## src/rtl/mac_pkg.sv

```systemverilog
// Shared types and constants for the MAC sequencing controller.
package mac_pkg;

   typedef enum logic [1:0] {
      IDLE   = 2'd0,
      LOAD_W = 2'd1,
      RUN    = 2'd2,
      DRAIN  = 2'd3
   } state_t;

   localparam logic [2:0] K1 = 3'd1;
   localparam logic [2:0] K3 = 3'd3;
   localparam logic [2:0] K5 = 3'd5;

   localparam logic [1:0] OP_MAC  = 2'd0;
   localparam logic [1:0] OP_MAX  = 2'd1;
   localparam logic [1:0] OP_AVG  = 2'd2;
   localparam logic [1:0] OP_PASS = 2'd3;

   localparam int MAC_LATENCY_DFLT = 2;

   // A job is legal when K is an odd supported size and the row is at least one window wide.
   function automatic logic cfg_legal(input logic [2:0] k, input logic [31:0] w,
                                      input logic [31:0] w_max);
      logic k_ok;
      k_ok = (k == K1) || (k == K3) || (k == K5);
      return k_ok && (w >= {29'd0, k}) && (w <= w_max);
   endfunction

endpackage

```

## src/rtl/mac_sched_if.sv

```systemverilog
// Weight/column handshakes, MAC control pins and tagged result outputs.
interface mac_sched_if #(
   parameter int CNT_W = 6
);
   logic             w_valid;
   logic             w_ready;
   logic             col_valid;
   logic             col_ready;
   logic             stall;
   logic             mac_enable;
   logic             mac_load_weight;
   logic             mac_ifmaps_input_valid;
   logic             mac_load_ifmaps;
   logic [1:0]       mac_operation;
   logic [4:0]       mac_kernel_size;
   logic             out_valid;
   logic [CNT_W-1:0] out_col;

   modport master (
      input  w_valid, col_valid, stall,
      output w_ready, col_ready, mac_enable, mac_load_weight, mac_ifmaps_input_valid,
             mac_load_ifmaps, mac_operation, mac_kernel_size, out_valid, out_col
   );

   modport slave (
      output w_valid, col_valid, stall,
      input  w_ready, col_ready, mac_enable, mac_load_weight, mac_ifmaps_input_valid,
             mac_load_ifmaps, mac_operation, mac_kernel_size, out_valid, out_col
   );
endinterface

```

## src/rtl/mac_sched_tagpipe.sv

```systemverilog
// Delay line carrying the output-column tag alongside the MAC pipeline.
module mac_sched_tagpipe
   import mac_pkg::*;
#(
   parameter int LAT   = MAC_LATENCY_DFLT,
   parameter int IDX_W = 6
) (
   input  logic             clk,
   input  logic             rst_n,
   input  logic             i_valid,
   input  logic [IDX_W-1:0] i_idx,
   output logic             o_valid,
   output logic [IDX_W-1:0] o_idx,
   output logic             o_any
);
   logic [LAT-1:0]   r_vld;
   logic [IDX_W-1:0] r_idx [LAT];

   // Stage 0 takes the new tag; later stages shift one step per cycle.
   always_ff @(posedge clk or negedge rst_n) begin
      if (!rst_n) begin
         r_vld <= '0;
         for (int i = 0; i < LAT; i++) r_idx[i] <= '0;
      end else begin
         r_vld[0] <= i_valid;
         r_idx[0] <= i_idx;
         for (int i = 1; i < LAT; i++) begin
            r_vld[i] <= r_vld[i-1];
            r_idx[i] <= r_idx[i-1];
         end
      end
   end

   assign o_valid = r_vld[LAT-1];
   assign o_idx   = r_idx[LAT-1];
   assign o_any   = |r_vld;
endmodule

```

## src/rtl/mac_sched.sv

```systemverilog
// Sequences one weight load and one row-strip pass of the MAC, keeping its
// internal ifmap FIFO within bounds and tagging each result with its column.
module mac_sched
   import mac_pkg::*;
#(
   parameter int IFMAP_W_MAX = 32,
   parameter int CNT_W       = 6,
   parameter int FIFO_DEPTH  = 8,
   parameter int MAC_LATENCY = MAC_LATENCY_DFLT
) (
   input  logic             clk,
   input  logic             rst_n,
   input  logic             i_start,
   input  logic [2:0]       i_cfg_kernel_size,
   input  logic [1:0]       i_cfg_operation,
   input  logic [CNT_W-1:0] i_cfg_in_width,
   output logic             o_busy,
   output logic             o_done,
   output logic             o_cfg_err,
   mac_sched_if.master      bus
);
   localparam int              FC_W    = $clog2(FIFO_DEPTH + 1);
   localparam logic [FC_W-1:0] FC_FULL = FC_W'(FIFO_DEPTH);

   state_t           r_state, w_state_nxt;
   logic [2:0]       r_k;
   logic [1:0]       r_op;
   logic [CNT_W-1:0] r_w;
   logic [CNT_W-1:0] r_push_cnt, r_pop_cnt;
   logic [FC_W-1:0]  r_fifo_cnt;
   logic             r_cfg_err;
   logic             w_legal, w_accept, w_push, w_pop, w_done;
   logic             w_wgt_ready, w_col_ready, w_tag_vld, w_pipe_any;
   logic [CNT_W-1:0] w_k_m1, w_tag_idx;

   assign w_legal  = cfg_legal(i_cfg_kernel_size, 32'(i_cfg_in_width), 32'(IFMAP_W_MAX));
   assign w_accept = (r_state == IDLE) && i_start && w_legal;
   assign w_push   = bus.col_valid && w_col_ready;

   // State register.
   always_ff @(posedge clk or negedge rst_n) begin
      if (!rst_n) r_state <= IDLE;
      else        r_state <= w_state_nxt;
   end

   // Next state and handshake/pop decode.
   always_comb begin
      w_state_nxt = r_state;
      w_wgt_ready = 1'b0;
      w_col_ready = 1'b0;
      w_pop       = 1'b0;
      w_done      = 1'b0;
      case (r_state)
         IDLE: begin
            if (w_accept) w_state_nxt = LOAD_W;
            else          w_state_nxt = IDLE;
         end
         LOAD_W: begin
            w_wgt_ready = 1'b1;
            if (bus.w_valid) w_state_nxt = RUN;
            else             w_state_nxt = LOAD_W;
         end
         RUN: begin
            // Full is judged before any same-cycle pop, so a push never races a pop.
            w_col_ready = (r_push_cnt < r_w) && (r_fifo_cnt < FC_FULL);
            w_pop       = (r_fifo_cnt != '0) && (r_pop_cnt < r_w) && !bus.stall;
            if (w_pop && ((r_pop_cnt + CNT_W'(1)) == r_w)) w_state_nxt = DRAIN;
            else                                           w_state_nxt = RUN;
         end
         DRAIN: begin
            if (!w_pipe_any) begin
               w_done      = 1'b1;
               w_state_nxt = IDLE;
            end else begin
               w_state_nxt = DRAIN;
            end
         end
         default: w_state_nxt = IDLE;
      endcase
   end

   // Job configuration latch and illegal-config pulse.
   always_ff @(posedge clk or negedge rst_n) begin
      if (!rst_n) begin
         r_k       <= 3'd0;
         r_w       <= '0;
         r_op      <= 2'd0;
         r_cfg_err <= 1'b0;
      end else begin
         r_cfg_err <= (r_state == IDLE) && i_start && !w_legal;
         if (w_accept) begin
            r_k  <= i_cfg_kernel_size;
            r_w  <= i_cfg_in_width;
            r_op <= i_cfg_operation;
         end
      end
   end

   // Push/pop/occupancy bookkeeping for the MAC-side FIFO.
   always_ff @(posedge clk or negedge rst_n) begin
      if (!rst_n) begin
         r_push_cnt <= '0;
         r_pop_cnt  <= '0;
         r_fifo_cnt <= '0;
      end else if (r_state == IDLE) begin
         r_push_cnt <= '0;
         r_pop_cnt  <= '0;
         r_fifo_cnt <= '0;
      end else begin
         if (w_push) r_push_cnt <= r_push_cnt + CNT_W'(1);
         if (w_pop)  r_pop_cnt  <= r_pop_cnt + CNT_W'(1);
         case ({w_push, w_pop})
            2'b10:   r_fifo_cnt <= r_fifo_cnt + FC_W'(1);
            2'b01:   r_fifo_cnt <= r_fifo_cnt - FC_W'(1);
            default: r_fifo_cnt <= r_fifo_cnt;
         endcase
      end
   end

   // The first K-1 pops only prime the window; later pops complete one output column.
   assign w_k_m1    = CNT_W'(r_k) - CNT_W'(1);
   assign w_tag_vld = w_pop && (r_pop_cnt >= w_k_m1);
   assign w_tag_idx = r_pop_cnt - w_k_m1;

   mac_sched_tagpipe #(
      .LAT   (MAC_LATENCY),
      .IDX_W (CNT_W)
   ) u_tagpipe (
      .clk     (clk),
      .rst_n   (rst_n),
      .i_valid (w_tag_vld),
      .i_idx   (w_tag_idx),
      .o_valid (bus.out_valid),
      .o_idx   (bus.out_col),
      .o_any   (w_pipe_any)
   );

   assign o_busy                     = (r_state != IDLE);
   assign o_done                     = w_done;
   assign o_cfg_err                  = r_cfg_err;
   assign bus.w_ready                = w_wgt_ready;
   assign bus.col_ready              = w_col_ready;
   assign bus.mac_enable             = o_busy;
   assign bus.mac_load_weight        = bus.w_valid && w_wgt_ready;
   assign bus.mac_ifmaps_input_valid = w_push;
   assign bus.mac_load_ifmaps        = w_pop;
   assign bus.mac_operation          = r_op;
   assign bus.mac_kernel_size        = {2'b00, r_k};
endmodule

```

## src/flat_wrapper.sv

```systemverilog
// flat-port wrapper written by rule: the top's interface ports become plain ports
module mac_sched_flat import mac_pkg::*;
#(
   parameter int IFMAP_W_MAX = 32,
   parameter int CNT_W       = 6,
   parameter int FIFO_DEPTH  = 8,
   parameter int MAC_LATENCY = MAC_LATENCY_DFLT
)
  (clk, rst_n, i_start, i_cfg_kernel_size, i_cfg_operation, i_cfg_in_width, o_busy, o_done, o_cfg_err, bus_w_valid, bus_col_valid, bus_stall, bus_w_ready, bus_col_ready, bus_mac_enable, bus_mac_load_weight, bus_mac_ifmaps_input_valid, bus_mac_load_ifmaps, bus_mac_operation, bus_mac_kernel_size, bus_out_valid, bus_out_col);
  mac_sched_if #(.CNT_W(CNT_W)) bus_i ();
  input  logic clk;
  input  logic rst_n;
  input  logic i_start;
  input  logic [2:0] i_cfg_kernel_size;
  input  logic [1:0] i_cfg_operation;
  input  logic [CNT_W-1:0] i_cfg_in_width;
  output logic o_busy;
  output logic o_done;
  output logic o_cfg_err;
  input wire logic [$bits(bus_i.w_valid)-1:0] bus_w_valid;
  input wire logic [$bits(bus_i.col_valid)-1:0] bus_col_valid;
  input wire logic [$bits(bus_i.stall)-1:0] bus_stall;
  output wire logic [$bits(bus_i.w_ready)-1:0] bus_w_ready;
  output wire logic [$bits(bus_i.col_ready)-1:0] bus_col_ready;
  output wire logic [$bits(bus_i.mac_enable)-1:0] bus_mac_enable;
  output wire logic [$bits(bus_i.mac_load_weight)-1:0] bus_mac_load_weight;
  output wire logic [$bits(bus_i.mac_ifmaps_input_valid)-1:0] bus_mac_ifmaps_input_valid;
  output wire logic [$bits(bus_i.mac_load_ifmaps)-1:0] bus_mac_load_ifmaps;
  output wire logic [$bits(bus_i.mac_operation)-1:0] bus_mac_operation;
  output wire logic [$bits(bus_i.mac_kernel_size)-1:0] bus_mac_kernel_size;
  output wire logic [$bits(bus_i.out_valid)-1:0] bus_out_valid;
  output wire logic [$bits(bus_i.out_col)-1:0] bus_out_col;
  assign bus_i.w_valid = bus_w_valid;
  assign bus_i.col_valid = bus_col_valid;
  assign bus_i.stall = bus_stall;
  assign bus_w_ready = bus_i.w_ready;
  assign bus_col_ready = bus_i.col_ready;
  assign bus_mac_enable = bus_i.mac_enable;
  assign bus_mac_load_weight = bus_i.mac_load_weight;
  assign bus_mac_ifmaps_input_valid = bus_i.mac_ifmaps_input_valid;
  assign bus_mac_load_ifmaps = bus_i.mac_load_ifmaps;
  assign bus_mac_operation = bus_i.mac_operation;
  assign bus_mac_kernel_size = bus_i.mac_kernel_size;
  assign bus_out_valid = bus_i.out_valid;
  assign bus_out_col = bus_i.out_col;
  mac_sched #(.IFMAP_W_MAX(IFMAP_W_MAX), .CNT_W(CNT_W), .FIFO_DEPTH(FIFO_DEPTH), .MAC_LATENCY(MAC_LATENCY)) u_core (.clk(clk), .rst_n(rst_n), .i_start(i_start), .i_cfg_kernel_size(i_cfg_kernel_size), .i_cfg_operation(i_cfg_operation), .i_cfg_in_width(i_cfg_in_width), .o_busy(o_busy), .o_done(o_done), .o_cfg_err(o_cfg_err), .bus(bus_i));
endmodule
```

## config.mk

```make
export PLATFORM = sky130hd
export DESIGN_NAME = mac_sched_flat
export DESIGN_NICKNAME = d
export VERILOG_FILES = /design/src/rtl/mac_pkg.sv /design/src/rtl/mac_sched_if.sv /design/src/rtl/mac_sched_tagpipe.sv /design/src/rtl/mac_sched.sv /design/src/flat_wrapper.sv
export SDC_FILE = /design/constraint.sdc
export NUM_CORES = 1
export LEC_CHECK = 0
export BUFFER_PORTS_ARGS = -buffer_cell sky130_fd_sc_hd__buf_2
export CORE_MARGIN = 2
export CORE_UTILIZATION = 50
export DETAILED_ROUTE_END_ITERATION = 8
export PLACE_DENSITY_LB_ADDON = 0.08
export RECOVER_POWER = 100
export SYNTH_ARGS = -nofsm -noshare
export SYNTH_HDL_FRONTEND = slang
export SYNTH_SLANG_ARGS = --single-unit
```

## constraint.sdc

```tcl
create_clock -name clk -period 3.25 [get_ports clk]
set_input_delay 0.325 -clock clk [delete_from_list [all_inputs] [get_ports clk]]
set_output_delay 0.325 -clock clk [all_outputs]
set_load 0.01 [all_outputs]
```

==> Yosys cells after proc, flatten, opt, wreduce, memory -nomap -nowiden <==
Index checks and enable logic that the tools add are counted.
{ "op_classes": {"addsub": 6, "n_reduce_logical": 23, "eq_ne": 9, "n_mux": 16, "order_cmp": 6} }
{ "ops": {"columns": ["cell", "n"], "rows": [
  ["$mux 6", 4],
  ["$add 6x1->6 const B", 2],
  ["$logic_and 1x1->1", 12],
  ["$lt 6x6->1", 2],
  ["$pmux 2 s4", 1],
  ["$pmux 4 s2", 1],
  ["$mux 1", 7],
  ["$eq 2x2->1 const B", 3],
  ["$eq 6x6->1", 1],
  ["$ge 6x3->1", 1],
  ["$ge 6x6->1", 1],
  ["$le 6x6->1 const B", 1],
  ["$reduce_bool 2->1", 3],
  ["$sub 6x6->6", 1],
  ["$add 4x1->4 const B", 1],
  ["$eq 2x1->1 const B", 2],
  ["$lt 4x4->1 const B", 1],
  ["$mux 2", 2],
  ["$mux 4", 1],
  ["$reduce_bool 4->1", 1],
  ["$sub 3x1->4 const B", 1],
  ["$sub 4x1->4 const B", 1],
  ["$eq 3x1->1 const B", 1],
  ["$eq 3x2->1 const B", 1],
  ["6 further kinds", 8]
]} }
{ "totals": {"in_bits": 17, "regBits": 44} }

==> Longest topological paths before layout <==
{ "logic_depth": {"ltp_word": 8, "ltp_mapped": 14, "ltp_nobuf": 14} }

==> By module <==
A second synthesis with hierarchy kept.
{ "hier_totals": {"hier_cells": 256, "hier_area_um2": 2596.2} }
{ "by_module_without_submodules": {"columns": ["module", "cells_each", "instances", "seq_area_each_um2", "area_each_um2"], "rows": [
  ["mac_sched", 235, 1, 750.7, 2194.6],
  ["mac_sched_tagpipe", 21, 1, 350.3, 401.6]
]} }

==> Worst setup path before layout <==
OpenSTA, ideal clock, no wires.
{ "synth_path": {"path_kind": "reg2reg", "start": "reg u_core.r_push_cnt[3]", "end": "reg u_core.r_fifo_cnt[3]", "setup_slack_ns": 0.412, "stages_incl_launch_ff": 12, "setup_ns": 0.077, "arrival_ns": 2.761, "path_cell_list": "dfrtp_1 -> ha_1 -> a211oi_1 -> o211ai_1 -> a21bo_2 -> ha_1 -> ha_1 -> a21o_1 -> a21oi_1 -> xor2_1 -> or3_1 -> a21oi_1"} }
{ "synth_via": {"elab_chain_cells": 7, "word_cells_on_any_way": 9, "classes_between": "order compare (1); eq/ne (2); mux (3); reduce/logical (3)"} }
{ "synth_rtl": {"columns": ["item", "line_no", "text"], "rows": [
  ["start: declaration", "mac_sched.sv:29", "logic [CNT_W-1:0] r_push_cnt, r_pop_cnt;"],
  ["start signal: assignment", "mac_sched.sv:110", "if (w_push) r_push_cnt <= r_push_cnt + CNT_W'(1);"],
  ["$lt 6x6->1 *", "mac_sched.sv:65", "w_col_ready = (r_push_cnt < r_w) && (r_fifo_cnt < FC_FULL);"],
  ["$logic_and 1x1->1 *", "mac_sched.sv:65", null],
  ["$mux 1 *", "mac_sched.sv:53", "case (r_state)"],
  ["$logic_and 1x1->1 *", "mac_sched.sv:38", "assign w_push = bus.col_valid && w_col_ready;"],
  ["$eq 2x1->1 or $eq 2x2->1 (tied branches)", "mac_sched.sv:112", "case ({w_push, w_pop})"],
  ["$pmux 4 s2", "mac_sched.sv:112", null],
  ["$mux 4", "mac_sched.sv:105", "end else if (r_state == IDLE) begin"],
  ["end signal: assignment", "mac_sched.sv:113", "2'b10: r_fifo_cnt <= r_fifo_cnt + FC_W'(1);"],
  ["end signal: assignment", "mac_sched.sv:114", "2'b01: r_fifo_cnt <= r_fifo_cnt - FC_W'(1);"],
  ["end signal: assignment", "mac_sched.sv:115", "default: r_fifo_cnt <= r_fifo_cnt;"],
  ["end: declaration", "mac_sched.sv:30", "logic [FC_W-1:0] r_fifo_cnt;"]
]} }
Mark *: on every way between the ends. The rest lies on a longest branch, timed or not.
A chain may end at the register's enable or synchronous reset.

==> Worst setup path in the final report <==
{ "layout_path": {"start": "reg u_core.r_pop_cnt[1]", "end": "reg u_core.r_fifo_cnt[3]"} }
{ "layout_via": {"elab_chain_cells": 7, "word_cells_on_any_way": 9, "classes_between": "order compare (1); eq/ne (2); mux (3); reduce/logical (3)"} }
{ "layout_rtl": {"columns": ["item", "line_no", "text"], "rows": [
  ["start: declaration", "mac_sched.sv:29", null],
  ["start signal: assignment", "mac_sched.sv:111", "if (w_pop) r_pop_cnt <= r_pop_cnt + CNT_W'(1);"],
  ["$lt 6x6->1 *", "mac_sched.sv:66", "w_pop = (r_fifo_cnt != '0) && (r_pop_cnt < r_w) && !bus.stall;"],
  ["$logic_and 1x1->1 * (2 in series)", "mac_sched.sv:66", null],
  ["$mux 1 *", "mac_sched.sv:53", null],
  ["$eq 2x1->1 or $eq 2x2->1 (tied branches)", "mac_sched.sv:112", null],
  ["$pmux 4 s2", "mac_sched.sv:112", null],
  ["$mux 4", "mac_sched.sv:105", null]
]} }
Marked as above.

==> metrics.md <==
| Metric | Value |
|---|---|
| Avg Cell Area, Syn | `10.4 µm²` |
| Worst r2r path cells | `13` |
| # IOs | `40` |
| CP bufs+invs | `1` |
| Most frequent cells in the layout | `44 x dfrtp_1, 25 x ha_1, 23 x clkbuf_1` |
| # port buffers | `37` |
| Footprint of the multi-input gates | `1380 µm²` |
| Worst path depth | `13` |
| Global-route wire length before repair | `9460 µm` |
| P_sw | `865 µW` |
| Reg2Reg Capture Point | `u_core.r_fifo_cnt[3]` |
| Worst Setup End Kind | `register` |
| Leak | `0.00141 µW` |
| Power per standard cell area | `737 nW/µm²` |
| Core ar. | `5140 µm²` |
| Comb power frac | `41.2%` |
| DP HPWL | `3930 µm` |
| Clk sinks | `44` |
| Root Driver | `clkbuf_8` |
| Switching Fraction | `39.6%` |
| Mapped Area | `2660 µm²` |
| Crit path max-delay family | `compound AO/OA/AOI/OAI gates` |
| Status | `finished, violations left` |
| Skew final | `0.00841 ns` |
| Commonest non-fill, non-tap cell in the layout | `dfrtp_1` |
| Full die area | `5930 µm²` |
| Yosys Warn Count | `0` |
| Antenna cells | `0` |
| Iteration-0 DRC Markers | `116` |
| Wire per inst | `14.3 µm` |
| Max cap viols | `1` |
| Clock power share | `19.7%` |
| Post-Layout Inst Area | `2960 µm²` |
| Slew Viols, Final | `45` |
| Post-synth EDFFs | `0` |
| Row cnt | `26` |
| RSZ-0062 raised after global routing | `false` |
| Starting Density | `51.8%` |
| Vias in the first global route | `1958` |
| Die width | `77.0 µm` |
| Vias | `1955` |
| CTS tree | `done` |
| Die Ht | `77.0 µm` |
| Number of distinct library cells after synthesis | `46` |
| Worst Setup Start Kind | `register` |
| Gp weighted congestion | `0.828` |
| Share of cells above drive strength 1 | `13.4%` |
| DRC Markers | `0` |
| Max_slew headroom | `-56.5%` |
| Cells along the critical path | `ha_1 -> nor2b_1 -> o211ai_1 -> a21o_1 -> nand2_2 -> inv_2 -> ha_2 -> ha_1 -> a21o_1 -> a21oi_1 -> xor2_1 -> or3_1 -> a21oi_1` |
| Post-synth ARST share | `100%` |
| GR Util All Layers | `19.8%` |
| Min-delay worst type | `primary input to register` |
| Final Hold Viols | `0` |
| Slew @ Worst Pin | `2.35 ns` |
| Gr ovfl total | `0` |
| Initial antenna violation count | `0` |
| Hold Startpoint | `i_cfg_operation[1]` |
| Crit path kind | `register to register` |
| Maximum VDD drop | `361 µV` |
| Min-Delay Path Depth | `2` |
| DRT antenna net count | `0` |
| Setup-failing EPs final | `0` |
| Final net count | `342` |
| Tcrit/Tclk final | `89.5%` |
| Sequential fraction of the synthesis area | `41.3%` |
| P_int | `1320 µW` |
| Crit-path max FO | `7` |
| Clock buffer depth | `2` |
| Period minus WS final | `2.91 ns` |
| Routed vias/inst | `5.31` |
| F_max | `0.344 GHz` |
| Clock slew at reported path FFs | `0.09 ns` |
| Area growth from synthesis to layout | `11.3%` |
| Top-area cell type share of the netlist area | `41.3%` |
| Violated checks | `capacitance limit, slew limit` |
| Cells after synthesis | `256` |
| CP peak stage delay | `0.48 ns` |
| R2R Setup Slk | `0.34 ns` |
| Slowest cell on crit path | `dfrtp_1` |
| Seq pwr share | `39.2%` |
| Hold path endpoint | `u_core.bus.mac_operation[1]` |
| Synth Register Bits | `44` |
| Drt first pass iters | `4` |
| WP data required | `3.47 ns` |
| Arr. time, crit path | `3.13 ns` |
| Synth area leader | `dfrtp_1` |
| Number of fill cells | `471` |
| Setup TNS | `0 ns` |
| Largest net degree at the start of global routing | `45` |
| Area contributors post-synth | `dfrtp_1 41%, ha_1 12%, mux2_4 4.5%` |
| Clock Latency Late Sink | `0.30 ns` |
| CTS H-tree depth | `2` |
| Post-Route WL | `5260 µm` |
| Register area | `1100 µm²` |
| Worst R2R Start | `u_core.r_pop_cnt[1]` |
| CTS buffer count | `5` |
| Most used DFF post-synth | `dfrtp_1` |
| Placed cell areas | `2910 µm²` |
## how the worst max path moves through the flow
| stage | end | startpoint | slack (ns) |
|---|---|---|---|
| global route | u_core.r_fifo_cnt[3] | u_core.r_pop_cnt[1] | 0.02 |
| finish | u_core.r_fifo_cnt[3] | u_core.r_pop_cnt[1] | 0.34 |
| detailed placement | u_core.r_fifo_cnt[3] | u_core.r_pop_cnt[1] | 0.27 |
| CTS | u_core.r_fifo_cnt[3] | u_core.r_pop_cnt[1] | 0.23 |
| floorplan | u_core.r_fifo_cnt[3] | u_core.r_push_cnt[3] | 0.41 |
| global placement | u_core.r_fifo_cnt[3] | u_core.r_pop_cnt[1] | 0.37 |
## metrics by stage
step                hold WS [ns]  util [%]  total power [µW]  std cells  setup slack [ns]
finish                     0.246      57.7              2180        368             0.342
global placement           0.332      56.6              1810        360             0.373
detailed placement         0.337      56.6              1830        360             0.266
global route               0.234      57.7              2390        368            0.0184
CTS                        0.206      58.9              2270        368             0.235
floorplan                 0.0294         -              1560        257             0.412
## routing by layer
metal  vias to the layer above  global-route usage [%]  share of wire, %
met2                        42                    31.4                45
met1                       921                    28.2                51
met5                         -                       0                 0
li1                        985                       -                 -
met4                         0                    4.64               1.1
met3                         7                    4.12               3.5
## state kept, by name (all words and copies together), names as in the netlist
signal,flops
u_core.r_fifo_cnt,4
u_core.bus.mac_operation,2
u_core.u_tagpipe.r_vld,2
u_core.r_push_cnt,6
u_core.r_state,2
u_core.u_tagpipe.r_idx,6
u_core.u_tagpipe.o_idx,6
u_core.r_pop_cnt,6
u_core.o_cfg_err,1
u_core.r_k,3
u_core.r_w,6
## Yosys cell counts (2+ instances only)
| library cell | count |
|---|---|
| mux2i_1 | 6 |
| nand2b_1 | 5 |
| and3_1 | 2 |
| mux2_4 | 8 |
| inv_2 | 3 |
| a21o_1 | 3 |
| o21ai_0 | 13 |
| inv_1 | 17 |
| a211oi_1 | 4 |
| fa_1 | 2 |
| nand2_1 | 22 |
| xnor2_1 | 8 |
| or3_1 | 2 |
| a21oi_1 | 15 |
| o211ai_1 | 4 |
| dfrtp_1 | 44 |
| a31o_2 | 2 |
| ha_1 | 26 |
| buf_4 | 9 |
| nand3_1 | 5 |
| nor2_1 | 11 |
| nor3_1 | 3 |
| a311o_1 | 2 |
| xor2_1 | 6 |
| nor4b_1 | 3 |
| and2_1 | 2 |
| or4_1 | 4 |
| nand4_1 | 2 |
| nor2b_1 | 4 |
| a2111o_1 | 3 |
## kinds of logic (layout without fill, tap and decap cells)
group           count (synthesis)  in the layout  synth area share, %
simple gates                   71             71                 14.4
compound gates                 52             52                 12.7
flops                          44             44                 41.3
buf+inv                        31             72                 5.92
fa+ha+maj                      28             28                 13.7
mux                            15             15                 7.19
xor+xnor                       14             14                 4.60
other cells                     1              2                0.141
## repair_timing
action	in CTS	in global routing
hold buffers	0	0
setup endpoints to repair	0	1
hold endpoints to repair	0	0
resized for setup	0	4
buffers inserted	0	0
## power groups by stage
stage,combinational [µW],sequential (µW),clock [µW]
3_5_place_dp,962,866,0
4_1_cts,965,857,446
3_3_place_gp,953,853,0
2_1_floorplan,718,842,0
6_report,899,856,429
5_1_grt,1040,881,469
## area by class of cell
type	count	area share [%]
Clock buffer	5	2.32
Timing Repair Buffer	44	6.88
Multi-Input combinational cell	182	46.6
Clock inverter	3	1.56
Sequential cell	44	37.1
Inverter	20	2.53
Tap cell	70	2.95
Power figures use the tool's default switching activity.
